File: config.mk
export PLATFORM = sky130hd
export DESIGN_NAME = pe_column_sequencer
export DESIGN_NICKNAME = d
export VERILOG_FILES = /design/src/rtl/pe_column_sequencer.sv
export SDC_FILE = /design/constraint.sdc
export NUM_CORES = 1
export LEC_CHECK = 0
export CAP_MARGIN = 20
export CORE_ASPECT_RATIO = 0.8
export CORE_MARGIN = 3
export CORE_UTILIZATION = 47
export CTS_CLUSTER_DIAMETER = 40
export DETAILED_ROUTE_END_ITERATION = 6
export PLACE_DENSITY = 0.8
export SLEW_MARGIN = 20
export SYNTH_ARGS = -nofsm -noshare
export SYNTH_HDL_FRONTEND = slang
export SYNTH_SLANG_ARGS = --single-unit
File: constraint.sdc
create_clock -name CLK -period 3.14 [get_ports CLK]
set_input_delay 0.942 -clock CLK [delete_from_list [all_inputs] [get_ports CLK]]
set_output_delay 0.942 -clock CLK [all_outputs]
set_load 0.01 [all_outputs]
File: src/rtl/pe_column_sequencer.sv
// Load/compute sequencer for one PE column: kernel load, neuron load, MAC steps, pipeline drain.
// Optional abort input is enabled by defining PE_SEQ_ABORT_EN.
module pe_column_sequencer #(
  parameter int depth = 2,
  parameter int A     = 7,
  parameter int W     = 16,
  parameter int DRAIN = 2
) (
  input  logic         CLK,
  input  logic         RST,
`ifdef PE_SEQ_ABORT_EN
  input  logic         abort,
`endif
  input  logic         start,
  input  logic [A:0]   loadLen,
  input  logic [A:0]   computeLen,
  input  logic [W-1:0] dataIn,
  input  logic         dataValid,
  output logic         dataReady,
  output logic [W-1:0] kernelOut,
  output logic [W-1:0] neuronOut,
  output logic [7:0]   columnControl,
  output logic         busy,
  output logic         done,
  output logic         cfgError
);

  // state    | meaning
  // ST_IDLE  | waiting for start, lengths checked here
  // ST_CLR_K | clear address before kernel load
  // ST_LOAD_K| stream loadLen kernel words
  // ST_CLR_N | clear address before neuron load
  // ST_LOAD_N| stream loadLen neuron words
  // ST_CLR_C | clear address before compute
  // ST_COMP  | computeLen MAC steps, last one flagged
  // ST_DRAIN | DRAIN idle cycles to flush the PE pipeline
  // ST_DONE  | one-cycle done pulse
  typedef enum logic [3:0] {
    ST_IDLE, ST_CLR_K, ST_LOAD_K, ST_CLR_N, ST_LOAD_N,
    ST_CLR_C, ST_COMP, ST_DRAIN, ST_DONE
  } state_t;

  localparam logic [A:0] MAX_LEN   = {1'b1, {A{1'b0}}};
  localparam logic [A:0] ONE       = {{A{1'b0}}, 1'b1};
  localparam logic [3:0] DRAIN_CNT = 4'(DRAIN);
  localparam logic [5:0] CS_CLR    = 6'h01;
  localparam logic [5:0] CS_INC    = 6'h02;
  localparam logic [5:0] CS_COMP   = 6'h04;
  localparam logic [5:0] CS_LAST   = 6'h0C;

  if (DRAIN < 1 || DRAIN > 15) begin : g_bad_drain
    $error("DRAIN must be in 1..15");
  end
  if (depth < 1) begin : g_bad_depth
    $error("depth must be at least 1");
  end

  state_t     r_state, w_next;
  logic [A:0] r_load_len, r_comp_len;
  logic [A:0] r_beat_cnt, r_step_cnt;
  logic [3:0] r_drain_cnt;
  logic       r_cfg_err;

  logic [5:0] w_ctrl;
  logic       w_kw, w_nw, w_ready, w_done;
  logic       w_len_ok, w_abort, w_start_ok;

  assign w_len_ok = (loadLen != '0) && (loadLen <= MAX_LEN) &&
                    (computeLen != '0) && (computeLen <= MAX_LEN);
  assign w_start_ok = (r_state == ST_IDLE) && start && w_len_ok;

`ifdef PE_SEQ_ABORT_EN
  assign w_abort = abort && (r_state != ST_IDLE);
`else
  assign w_abort = 1'b0;
`endif

  always_comb begin
    w_next  = r_state;
    w_ctrl  = 6'h00;
    w_kw    = 1'b0;
    w_nw    = 1'b0;
    w_ready = 1'b0;
    w_done  = 1'b0;
    case (r_state)
      ST_IDLE: if (w_start_ok) w_next = ST_CLR_K;
      ST_CLR_K: begin
        w_ctrl = CS_CLR;
        w_next = ST_LOAD_K;
      end
      ST_LOAD_K: begin
        w_ready = 1'b1;
        if (dataValid) begin
          w_kw   = 1'b1;
          w_ctrl = CS_INC;
          if (r_beat_cnt == ONE) w_next = ST_CLR_N;
        end
      end
      ST_CLR_N: begin
        w_ctrl = CS_CLR;
        w_next = ST_LOAD_N;
      end
      ST_LOAD_N: begin
        w_ready = 1'b1;
        if (dataValid) begin
          w_nw   = 1'b1;
          w_ctrl = CS_INC;
          if (r_beat_cnt == ONE) w_next = ST_CLR_C;
        end
      end
      ST_CLR_C: begin
        w_ctrl = CS_CLR;
        w_next = ST_COMP;
      end
      ST_COMP: begin
        if (r_step_cnt == ONE) begin
          w_ctrl = CS_LAST;
          w_next = ST_DRAIN;
        end else begin
          w_ctrl = CS_COMP;
        end
      end
      ST_DRAIN: if (r_drain_cnt == 4'd1) w_next = ST_DONE;
      ST_DONE: begin
        w_done = 1'b1;
        w_next = ST_IDLE;
      end
      default: w_next = ST_IDLE;
    endcase
    // Abort wins over everything, including the done pulse.
    if (w_abort) begin
      w_next  = ST_IDLE;
      w_ctrl  = 6'h00;
      w_kw    = 1'b0;
      w_nw    = 1'b0;
      w_ready = 1'b0;
      w_done  = 1'b0;
    end
  end

  always_ff @(posedge CLK or posedge RST) begin
    if (RST) begin
      r_state     <= ST_IDLE;
      r_load_len  <= '0;
      r_comp_len  <= '0;
      r_beat_cnt  <= '0;
      r_step_cnt  <= '0;
      r_drain_cnt <= '0;
      r_cfg_err   <= 1'b0;
    end else begin
      r_state   <= w_next;
      r_cfg_err <= (r_state == ST_IDLE) && start && !w_len_ok;
      if (w_start_ok) begin
        r_load_len <= loadLen;
        r_comp_len <= computeLen;
      end
      case (r_state)
        ST_CLR_K, ST_CLR_N: r_beat_cnt <= r_load_len;
        ST_LOAD_K, ST_LOAD_N: if (dataValid) r_beat_cnt <= r_beat_cnt - ONE;
        ST_CLR_C: begin
          r_step_cnt  <= r_comp_len;
          r_drain_cnt <= DRAIN_CNT;
        end
        ST_COMP: r_step_cnt <= r_step_cnt - ONE;
        ST_DRAIN: r_drain_cnt <= r_drain_cnt - 4'd1;
        default: ;
      endcase
    end
  end

  assign columnControl = {w_ctrl, w_kw, w_nw};
  assign dataReady     = w_ready;
  assign done          = w_done;
  assign busy          = (r_state != ST_IDLE);
  assign cfgError      = r_cfg_err;
  assign kernelOut     = dataIn;
  assign neuronOut     = dataIn;

endmodule

* Word-level counts from Yosys, hierarchy flattened
Index checks and enable logic that the tools add are counted.
** Cells by class
- $add $sub $neg :: 3
- $lt $le $gt $ge :: 2
- Equality and inequality tests :: 19
- Reduce and logical (&&, ||, !) cells :: 19
- Multiplexer cells :: 20
** Operators with widths (number)
- 2-to-1 mux 4 bit :: 8
- one-hot mux 4 bit (8 select lines) :: 1
- one-hot mux 8 bit (2 select lines) :: 2
- one-hot mux 6 bit (3 select lines) :: 1
- equality test 4 x 3 -> 1 bit (second input constant) :: 4
- equality test 8 x 1 -> 1 bit (second input constant) :: 2
- <= comparator 8 bit (second input constant) :: 2
- nonzero test 8 bit :: 2
- subtractor 8 x 1 -> 8 bit (second input constant) :: 2
- inequality test 2 bit (second input constant) :: 7
- equality test 4 x 1 -> 1 bit (second input constant) :: 2
- equality test 4 x 2 -> 1 bit (second input constant) :: 2
- 2-to-1 mux 8 bit :: 1
- one-hot mux 4 bit (2 select lines) :: 1
- AND reduction 7 bit :: 1
- logical AND 1 bit :: 6
- nonzero test 2 bit :: 3
- 2-to-1 mux 1 bit :: 5
- equality test 4 bit (second input constant) :: 1
- zero test 4 bit :: 1
- nonzero test 4 bit :: 1
- OR reduction 2 bit :: 2
- subtractor 4 x 1 -> 4 bit (second input constant) :: 1
- OR reduction 3 bit :: 1
- 4 further kinds :: 4
** Word-level totals
- Bits in registers :: 41
- Output and inout bits :: 44
- Word-level logic and storage cells :: 70
- Input bits :: 36

* Logic depth before layout (Yosys ltp)
- Depth after elaboration :: 7
- Mapped depth :: 7
- Gate-level depth less buffers :: 6

* Worst setup path before layout
OpenSTA, ideal clock, no wires.
- Kind :: input-to-reg
- Start :: input port loadLen[1]
- End :: register r_comp_len[0]
- Arrival :: 2758 ps
- Required time :: 3015 ps
- Library setup time :: 125 ps
- Stages :: 5
- Path slack :: 256 ps
- Buffers on the path :: 1
- Cell sequence :: or4_4 o41a_1 nor4_4 buf_8 mux2_4
** On the way
- Word-level cells in the longest chain between the ends :: 5
- Elaborated cells on any way between the ends :: 6
- Classes of those cells :: 1 x order compare; 5 x reduce/logical
** RTL lines
- start: declaration :: RTL line 15 : input logic [A:0] loadLen,
- <= comparator 8 bit / nonzero test 8 bit (equally long branches) :: RTL line 68 : assign w_len_ok = (loadLen != '0) && (loadLen <= MAX_LEN) &&
- logical AND 1 bit * (2 in a row) :: RTL line 68
- logical AND 1 bit * :: RTL line 69 : (computeLen != '0) && (computeLen <= MAX_LEN);
- logical AND 1 bit * :: RTL line 70 : assign w_start_ok = (r_state == ST_IDLE) && start && w_len_ok;
- end signal: assignment :: RTL line 155 : r_comp_len <= computeLen;
- end: declaration :: RTL line 59 : logic [A:0] r_load_len, r_comp_len;
Mark *: on every way between the ends. The rest lies on a longest branch, timed or not.
A chain may end at the register's enable or synchronous reset.

* Final worst setup path
- Start :: input port dataValid
- End :: output port columnControl[3]
** On the way
- Word-level cells in the longest chain between the ends :: 2
** RTL lines
- start: declaration :: RTL line 18 : input logic dataValid,
- 2-to-1 mux 2 bit :: RTL line 93, 105
- one-hot mux 6 bit (3 select lines) :: RTL line 85 : case (r_state)
- end: declaration :: RTL line 22 : output logic [7:0] columnControl,
Every way passes these cells.

==> results.md <==
* Worst VDD drop at 0.000428 V
* Port Buffer Count at 29
* Crit Path Class: input port to output port
* F_max at 329 MHz
* Worst-path cell chain: clkdlybuf4s50_1 > nand2_1 > nor3_2 > or2_2 > dlygate4sd2_1
* Yosys warns at 0
* Design area at 2860 sq um
* Core Area at 5180 sq um
* PwrDens at 1010 nW/um^2
* Worst-path clk slew at 0.08 ns
* Layout cell share with drive strength beyond 1 at 15.1%
* Max_cap viols at 0
* Worst Hold Path Cells at 1
* Min-delay src: r_drain_cnt[3]
* First-pass GRT wire length at 8590 microns
* Slew Viols, Final at 0
* Reg2Reg Depth at 6
* Max Buffers Root-to-Sink at 2
* Unrepaired setup endpoints after global routing: no
* Outcome: finished, final reports clean
* Mapped Cells at 263
* Synth Area in Compound Gates at 14.1%
* H-tree Lvls at 2
* # DRC at 0
* Inserted Diodes at 0
* Grt total ovfl at 0
* Post-Syn Area at 2600 sq um
* Worst skew pair latency at 0.29 ns
* Post-synthesis xor/xnor area fraction at 0.336%
* Simple-Gate Fraction of Synth Area at 17.0%
* Worst EP required at 2.20 ns
* Initial antenna violation count at 0
* All-Layer GR Usage at 16.9%
* Maximum fanout along the worst path at 2
* Fillers at 465
* CTS tree: yes
* Worst setup margin at 0.0974 ns
* Buf+Inv Stages, Crit Path at 2
* Synth Area per Inst at 9.90 sq um
* Layout net count at 306
* Fin. Hold Viols at 0
* Drt initial violations at 160
* Setup slack at placement at -0.160 ns
* FF-to-FF End: r_comp_len[5]
* Initial Util at 50.3%
* Startpoint Class: input port
* IO Pins at 80
* Crit end category: output port
* Max_slew headroom at 49.0%
* Placed inst area at 2730 sq um
* Largest family of logic cells by synthesized area: simple AND/OR/NAND/NOR gates
* Hold EP: r_drain_cnt[3]
* Post-synth EDFFs at 0
* Full die area at 6480 sq um
* Tmin final at 3.04 ns
* P_leak at 1.26 nW
* Post-synthesis cell type count at 51
* Largest area contributor in the netlist: dfrtp_1
* Post-synthesis mux area share at 11.4%
* Clock skew at 0.00645 ns
* Measured slew at the worst slew-check pin at 0.759 ns
* Hold Crit Class: flip-flop to flip-flop
* Detail Route Antenna Nets at 0
* Largest net degree at the start of global routing at 42
* Final worst-path cycle share at 96.9%
* Area delta synth->final at 9.61%
* Post-synth top area share at 39.4%
* Synthesized flop and latch total at 41
* Post-Synth Adder-Cell Area at 2.88%
* RePlAce Congestion at 0.810
* Total power at 2.88 mW
* Slowest cell delay on critical path at 0.42 ns
* Die X at 89.2 microns
* Site Rows at 23
* Sequential-to-total area share from yosys stat at 39.4%
* Routed vias at 1901
* Crit-path slowest cell: clkdlybuf4s50_1
* Ys flop type: dfrtp_1
* Worst reg2reg path startpoint: r_state[2]
* Flop-to-flop setup slack at 1.00 ns
* Dpl hpwl at 3800 microns
* Vias in the first global route at 1780
* CTS sink count at 41
* DIE HEIGHT at 72.6 microns
* Ys async rst share at 100%
* Final setup fails at 0
* Drt pass-1 iters at 4
* CP delay by family, top: buffers and inverters
* Wirelength per Cell at 15.5 microns
* Largest cells by area after synthesis: dfrtp_1 39%, buf_4 10%, mux2_4 5.8%
* CTS Buf Count at 5
* Clock root buffer: clkbuf_8
* Vias per cell at 5.81
* Final Util at 55.1%
* WL final at 5080 microns
* CP arrival at 2.10 ns
## cell families (layout without fill, tap and decap cells)
family / Yosys count / count (layout)
other: 1 / 2
AO/OA/AOI/OAI: 52 / 52
multiplexers: 24 / 24
flip-flops: 41 / 41
buffers and inverters: 63 / 64
adder cells (fa/ha/maj): 6 / 6
AND/OR/NAND/NOR: 75 / 75
XOR/XNOR: 1 / 1
## placed cells by master, fill, tap and decap left out, types with 8 or more instances in the layout
cell type	instances
nand2_1	12
nor2_1	16
o21ai_0	9
inv_1	17
mux2i_1	8
buf_4	10
clkdlybuf4s50_1	25
mux2_4	10
dfrtp_1	40
## worst max path at each step
| stage | start | end | slack, ns | cells past startpoint |
|---|---|---|---|---|
| final | dataValid | columnControl[3] | 0.1 | 5 |
| after global routing | dataValid | columnControl[3] | 0.02 | 5 |
| after CTS | dataValid | columnControl[3] | 0.08 | 5 |
| after detailed placement | dataValid | columnControl[3] | -0.16 | 5 |
| after global placement | dataValid | columnControl[3] | -0.11 | 5 |
| after floorplan | loadLen[1] | r_comp_len[0] | 0.26 | 5 |
## state kept, by name, indices dropped and copies added (netlist names)
name	flops
r_drain_cnt	4
cfgError	1
r_step_cnt	8
r_load_len	8
r_comp_len	8
r_state	4
r_beat_cnt	8
## stage by stage
step / TNS, ns / hold slack, ns / instances
after detailed placement: -1.24 / 0.478 / 319
final: 0 / 0.495 / 327
after global routing: 0 / 0.519 / 327
after CTS: 0 / 0.492 / 327
after floorplan: 0 / 0.449 / 264
after global placement: -0.492 / 0.476 / 319
## per-layer routing
layer | GRT usage, % | wire length (microns) | up-vias
li1 | - | - | 922
met3 | 3.72 | 372 | 9
met4 | 6.12 | 61 | 0
met5 | 0 | 0 | -
met1 | 25.7 | 2460 | 904
met2 | 23.4 | 2190 | 66
## final cells by class
type / count / area, sq um / area share, %
clock inverter: 2 / 38.8 / 1.36
clock buffer: 6 / 72.6 / 2.54
multi-input combinational: 160 / 1210 / 42.6
sequential: 41 / 1030 / 36.0
tap: 62 / 77.6 / 2.72
timing repair buffer: 39 / 360 / 12.6
inverter: 17 / 63.8 / 2.23
## repair_timing
| action | CTS | global route |
|---|---|---|
| hold buffers | 0 | 0 |
| setup endpoints to repair | 4 | 1 |
| buffers inserted | 0 | 0 |
| gates resized for setup | 7 | 1 |
## synthesized netlist by cell type, types with 2 or more instances
library cell	number
nor2_1	16
nand4_1	2
nand2_1	12
buf_4	36
o22ai_1	3
o21ai_0	9
a21o_1	3
a22o_1	2
inv_1	17
dfrtp_1	41
ha_1	6
a211oi_1	7
nand3_1	4
nand3b_1	2
nor4b_1	2
nor4_1	5
mux2i_1	8
a21oi_1	7
nand2b_1	2
mux2_4	10
clkbuf_1	8
mux2_2	6
a22oi_1	2
a2bb2oi_1	5
nand4bb_1	2
nor3_1	9
and3_1	3
or4_1	6
o211ai_1	5
nand4b_1	2
## report_power, final
part,switching [mW],internal [mW],total (mW)
combinational,0.688,0.689,1.38
sequential,0.290,0.792,1.08
clock,0.183,0.239,0.421
(Power assumes the default switching activity.)
